## src/rtl/logicnets_pkg.sv

```systemverilog
// Shared constants, types and helpers for the LogicNets LUT layer.
package logicnets_pkg;

  localparam int unsigned FanInDefault    = 6;
  localparam int unsigned NNeuronsDefault = 8;

  typedef logic [$clog2(NNeuronsDefault)-1:0] neuron_idx_t;

  // Number of truth-table entries for a neuron with the given fan-in.
  function automatic int unsigned tbl_depth(input int unsigned fan_in);
    return 2 ** fan_in;
  endfunction

endpackage

```

## src/rtl/logicnets_lut_neuron.sv

```systemverilog
// One LogicNets neuron: a run-time writable truth table with a lookup port
// and a configuration read-back port.
module logicnets_lut_neuron
  import logicnets_pkg::*;
#(
  parameter int unsigned FAN_IN   = FanInDefault,
  parameter int unsigned OUT_BITS = 1
) (
  input  logic                clk_i,
  input  logic                rst_i,
  input  logic                we_i,
  input  logic [FAN_IN-1:0]   cfg_addr_i,
  input  logic [OUT_BITS-1:0] wdata_i,
  input  logic [FAN_IN-1:0]   laddr_i,
  output logic [OUT_BITS-1:0] ldata_o,
  output logic [OUT_BITS-1:0] rdata_o
);

  localparam int unsigned Depth = tbl_depth(FAN_IN);

  logic [OUT_BITS-1:0] tbl_q [Depth];
  logic [OUT_BITS-1:0] tbl_d [Depth];

  // Table update: a single entry changes on a gated write strobe.
  always_comb begin
    tbl_d = tbl_q;
    if (we_i) tbl_d[cfg_addr_i] = wdata_i;
  end

  // Table storage; reads below see the pre-write value during a write cycle.
  always_ff @(posedge clk_i or posedge rst_i) begin
    if (rst_i) tbl_q <= '{default: '0};
    else       tbl_q <= tbl_d;
  end

  assign ldata_o = tbl_q[laddr_i];
  assign rdata_o = tbl_q[cfg_addr_i];

endmodule

```

## src/rtl/logicnets_lut_layer.sv

```systemverilog
// Two-stage pipelined layer of LUT neurons with valid/ready backpressure
// and a table configuration/read-back port.
module logicnets_lut_layer
  import logicnets_pkg::*;
#(
  parameter int unsigned N_NEURONS = NNeuronsDefault,
  parameter int unsigned FAN_IN    = FanInDefault,
  parameter int unsigned OUT_BITS  = 1
) (
  input  logic                            clk,
  input  logic                            rst,
  input  logic [N_NEURONS*FAN_IN-1:0]     in_data,
  input  logic                            in_valid,
  output logic                            in_ready,
  output logic [N_NEURONS*OUT_BITS-1:0]   out_data,
  output logic                            out_valid,
  input  logic                            out_ready,
  input  logic                            cfg_we,
  input  logic                            cfg_re,
  input  logic [$clog2(N_NEURONS)-1:0]    cfg_neuron,
  input  logic [FAN_IN-1:0]               cfg_addr,
  input  logic [OUT_BITS-1:0]             cfg_wdata,
  output logic [OUT_BITS-1:0]             cfg_rdata,
  output logic                            cfg_rvalid
);

  localparam int unsigned NW = $clog2(N_NEURONS);

  logic                          s1_valid_q, s1_valid_d;
  logic [N_NEURONS*FAN_IN-1:0]   s1_data_q, s1_data_d;
  logic                          out_valid_q, out_valid_d;
  logic [N_NEURONS*OUT_BITS-1:0] out_data_q, out_data_d;
  logic [OUT_BITS-1:0]           cfg_rdata_q, cfg_rdata_d;
  logic                          cfg_rvalid_q, cfg_rvalid_d;

  logic [N_NEURONS*OUT_BITS-1:0] lut_out;
  logic [OUT_BITS-1:0]           rb_data [N_NEURONS];
  logic [OUT_BITS-1:0]           rb_sel;
  logic                          s2_free, s1_free, advance;

  for (genvar n = 0; n < N_NEURONS; n++) begin : g_neuron
    logic we;
    assign we = cfg_we && (cfg_neuron == NW'(n));

    logicnets_lut_neuron #(
      .FAN_IN   (FAN_IN),
      .OUT_BITS (OUT_BITS)
    ) u_neuron (
      .clk_i      (clk),
      .rst_i      (rst),
      .we_i       (we),
      .cfg_addr_i (cfg_addr),
      .wdata_i    (cfg_wdata),
      .laddr_i    (s1_data_q[n*FAN_IN +: FAN_IN]),
      .ldata_o    (lut_out[n*OUT_BITS +: OUT_BITS]),
      .rdata_o    (rb_data[n])
    );
  end

  // Read-back select; an out-of-range neuron index matches nothing and yields 0.
  always_comb begin
    rb_sel = '0;
    for (int unsigned n = 0; n < N_NEURONS; n++) begin
      if (cfg_neuron == NW'(n)) rb_sel = rb_data[n];
    end
  end

  // Handshake and next-state for both pipeline stages and the read-back port.
  always_comb begin
    s2_free  = !out_valid_q || out_ready;
    s1_free  = !s1_valid_q || s2_free;
    advance  = s1_valid_q && s2_free;

    s1_valid_d = s1_free ? in_valid : s1_valid_q;
    s1_data_d  = (in_valid && s1_free) ? in_data : s1_data_q;

    out_valid_d = out_valid_q;
    out_data_d  = out_data_q;
    if (advance) begin
      out_valid_d = 1'b1;
      out_data_d  = lut_out;
    end else if (out_ready) begin
      out_valid_d = 1'b0;
    end

    cfg_rvalid_d = cfg_re;
    cfg_rdata_d  = cfg_re ? rb_sel : cfg_rdata_q;
  end

  // Pipeline and read-back registers.
  always_ff @(posedge clk or posedge rst) begin
    if (rst) begin
      s1_valid_q   <= 1'b0;
      s1_data_q    <= '0;
      out_valid_q  <= 1'b0;
      out_data_q   <= '0;
      cfg_rdata_q  <= '0;
      cfg_rvalid_q <= 1'b0;
    end else begin
      s1_valid_q   <= s1_valid_d;
      s1_data_q    <= s1_data_d;
      out_valid_q  <= out_valid_d;
      out_data_q   <= out_data_d;
      cfg_rdata_q  <= cfg_rdata_d;
      cfg_rvalid_q <= cfg_rvalid_d;
    end
  end

  assign in_ready   = s1_free;
  assign out_data   = out_data_q;
  assign out_valid  = out_valid_q;
  assign cfg_rdata  = cfg_rdata_q;
  assign cfg_rvalid = cfg_rvalid_q;

endmodule

```

## config.mk

```make
export PLATFORM = sky130hd
export DESIGN_NAME = logicnets_lut_layer
export DESIGN_NICKNAME = d
export VERILOG_FILES = /design/src/rtl/logicnets_pkg.sv /design/src/rtl/logicnets_lut_neuron.sv /design/src/rtl/logicnets_lut_layer.sv
export SDC_FILE = /design/constraint.sdc
export NUM_CORES = 1
export LEC_CHECK = 0
export ABC_AREA = 1
export ABC_CLOCK_PERIOD_IN_PS = 18900
export BUFFER_PORTS_ARGS = -buffer_cell sky130_fd_sc_hd__buf_2
export CAP_MARGIN = 20
export CELL_PAD_IN_SITES_DETAIL_PLACEMENT = 2
export CELL_PAD_IN_SITES_GLOBAL_PLACEMENT = 2
export CORE_MARGIN = 2
export CORE_UTILIZATION = 30
export CTS_CLUSTER_DIAMETER = 150
export DETAILED_ROUTE_END_ITERATION = 10
export PLACE_DENSITY = 0.73
export SETUP_SLACK_MARGIN = 0.5
export SLEW_MARGIN = 15
export SYNTH_ARGS = -nofsm -noshare
export SYNTH_HDL_FRONTEND = slang
export SYNTH_SLANG_ARGS = --single-unit
```

## constraint.sdc

```tcl
create_clock -name clk -period 18.9 [get_ports clk]
set_input_delay 3.78 -clock clk [delete_from_list [all_inputs] [get_ports clk]]
set_output_delay 3.78 -clock clk [all_outputs]
set_load 0.05 [all_outputs]
```

==> out/metrics.csv <==
metric;value;unit
Post-CTS Setup Bufs;0;
crit path kind;in2out;
Num CTS Buffers;73;
Worst setup startpoint;out_ready;
CP Launch Type;input pin;
final std cells w/o fill;5497;
Initial Util;0.302;
Final Setup Violations;0;
initial antenna violation count;7;
clock root cell;clkbuf_16;
post_cts resized;0;
DIE AREA;111000;sq um
reg2reg setup slack;15.89;ns
skew final;0.0135;ns
post-synth top area share;0.441;
post-synth top area cell;dfrtp_1;
vias after detailed routing;33244;
placed cell count;5358;
mux cell area share after synthesis;0.000347;
critical path peak fanout;3;
first-pass GRT wire length;234000;microns
DRT iter0 DRCs;3309;
clock tree from TritonCTS;yes;
synth warn;0;
Max Clock Freq;122;MHz
outcome;completed;
post-layout min period;8.20;ns
Die X;333;microns
# port buffers;75;
actual slew at the worst max-slew pin;1.16;ns
hold_buf cts;0;
post-synthesis xor/xnor area fraction;0;
CP dominant cell by count;buf_2;
IO Pins;76;
gr usage total;0.280;
hold crit path type;reg2reg;
largest cells by area after synthesis;dfrtp_1 (44%), nand2_1 (10%), a31oi_1 (10%);
reg-to-reg endpoint;out_data[2];
Pleak;16.1;nW
Synth cell types;42;
Worst setup EP type;output pin;
Reg clk slew, reported paths;0.06;ns
r2r worst-path depth;11;
compound-cell area share of the yosys netlist;0.292;
Setup crit end;in_ready;
post-layout util;0.336;
Syn Inst Count;4198;
die height;333;microns
Hold Vio Cnt, Final;0;
largest family of logic cells by synthesized area;compound AO/OA/AOI/OAI gates;
Final TNS setup;0;ns
RSZ-0062 raised after global routing;no;
Crit path required time;15.12;ns
share of cells above drive strength 1;0.0960;
Vias/cell;6.05;
# rows;120;
Worst slew margin;0.226;
Pwr Density;98.2;nW/um^2
Syn Area/Cell;7.72;sq um
CP max stage cell;buf_2;
Final Max Slew Viols;0;
Synth Cell Area;32400;sq um
flops & latches, synth;572;
DRT antenna net count;0;
Area Overhead vs Synth;11.2;%
Critical Path, Cell by Cell;buf_2, inv_1, nand3_1, buf_2;
maximum vdd drop;0.0652;mV
Net count, final;4098;
Post-synth EDFFs;0;
Synth Area in Simple Gates;0.193;
Synth top cells by count;nand2_1 (878), a21oi_1 (612), dfrtp_1 (572);
Skew-Pair Late Insertion Delay;0.64;ns
Arr. time, crit path;4.42;ns
CTS Buffer Depth;3;
Post-synth ARST share;1.00;
WL final;158000;microns
routability cong.;0.840;
Most used DFF post-synth;dfrtp_1;
Routed WL per cell;28.8;microns
Synth Area in Adders;0;
Residual DRC;0;
H-tree depth;3;
GR Overflow Total;0;
Synthesized Nets;4262;
Tcrit/Tclk final;0.434;
most used standard cell by instance count after synthesis;nand2_1;
CP max stage delay;0.26;ns
cell depth of the worst hold path;2;
Sink Count;572;
MaxCap Viol Count;0;
sequential element share of the synthesized area;0.441;
largest net degree at the start of global routing;168;
vias in the first global route;33857;
TritonRoute pass-1 iters;7;
Core Box Area;107000;sq um
worst r2r src;s1_data_q[12];
Total Power;0.00354;W
DP HPWL;92500;microns
[stage by stage]
stage / hold WS (ns) / setup slack (ns) / cell area [sq um]
5_1_grt: 0.558 / 10.66 / 36000
3_3_place_gp: 0.499 / 10.70 / 33400
4_1_cts: 0.510 / 10.70 / 36000
2_1_floorplan: 0.447 / 7.33 / 32400
3_5_place_dp: 0.493 / 10.70 / 33400
6_report: 0.507 / 10.70 / 36000
[worst max-delay path: cells and delay by family]
family	cells	cell delay, ns
simple gates	1	0.17
buf+inv	3	0.47
[power breakdown]
part           internal (W)  leakage [nW]  switching (W)  total [W]
Combinational      0.000167          7.07       0.000456   0.000622
Clock              0.000938          1.27       0.000602    0.00154
Sequential          0.00130          7.73      0.0000790    0.00138
Total               0.00240          16.1        0.00114    0.00354
[how the worst min path moves through the flow]
stage	startpoint	end	slack (ns)
4_1_cts	cfg_rdata	cfg_rdata	0.51
3_3_place_gp	cfg_rdata	cfg_rdata	0.50
6_report	cfg_rdata	cfg_rdata	0.51
5_1_grt	s1_data_q[47]	s1_data_q[47]	0.56
2_1_floorplan	s1_valid_q	out_valid	0.45
3_5_place_dp	cfg_rdata	cfg_rdata	0.49
[cells by family (layout without fill, tap and decap cells)]
kind of cell,Yosys count,count (layout)
flip-flops,572,572
buffers and inverters,519,413
multiplexers,1,1
AO/OA/AOI/OAI,1678,1678
other,0,2
AND/OR/NAND/NOR,1428,1428
[sequential cells by signal, summed over array words and instances, names as in the netlist]
| register | flops |
|---|---|
| cfg_rdata | 1 |
| cfg_rvalid | 1 |
| out_data | 8 |
| g_neuron.u_neuron.tbl_q | 512 |
| s1_valid_q | 1 |
| out_valid | 1 |
| s1_data_q | 48 |
[placed cells by master (no fill, tap or decap), drive strengths merged]
master      n
a22oi      32
a22o        4
o2bb2ai     3
bufinv     12
nor2      458
clkbuf    102
inv       122
o311ai      9
o2111ai     7
clkinvlp    3
mux2        1
a21oi     612
o221ai     23
nand3b      5
a31oi     519
or2         4
nand2     880
a211oi      2
o21ai     344
diode       2
nand4      20
o22ai     112
clkinv     20
nand3      37
dfrtp     572
nor3       17
o211ai     11
buf       154
nor4        7
[layout make-up]
class,count,area (sq um)
Fill cell,12319,71200
Multi-Input combinational cell,3107,15800
Sequential cell,572,14300
Clock buffer,102,2130
Tap cell,1403,1760
Timing Repair Buffer,154,1040
Inverter,126,528
Clock inverter,31,447
Antenna cell,2,5.00
[per-layer routing]
| metal | part of all wire | track usage | vias up |
|---|---|---|---|
| met5 | 0.00033 | 0 | - |
| li1 | - | - | 14510 |
| met1 | 0.46 | 0.398 | 17384 |
| met4 | 0.039 | 0.110 | 8 |
| met2 | 0.44 | 0.428 | 1095 |
| met3 | 0.063 | 0.0387 | 247 |
No activity file was read; power rests on OpenSTA's default activity.
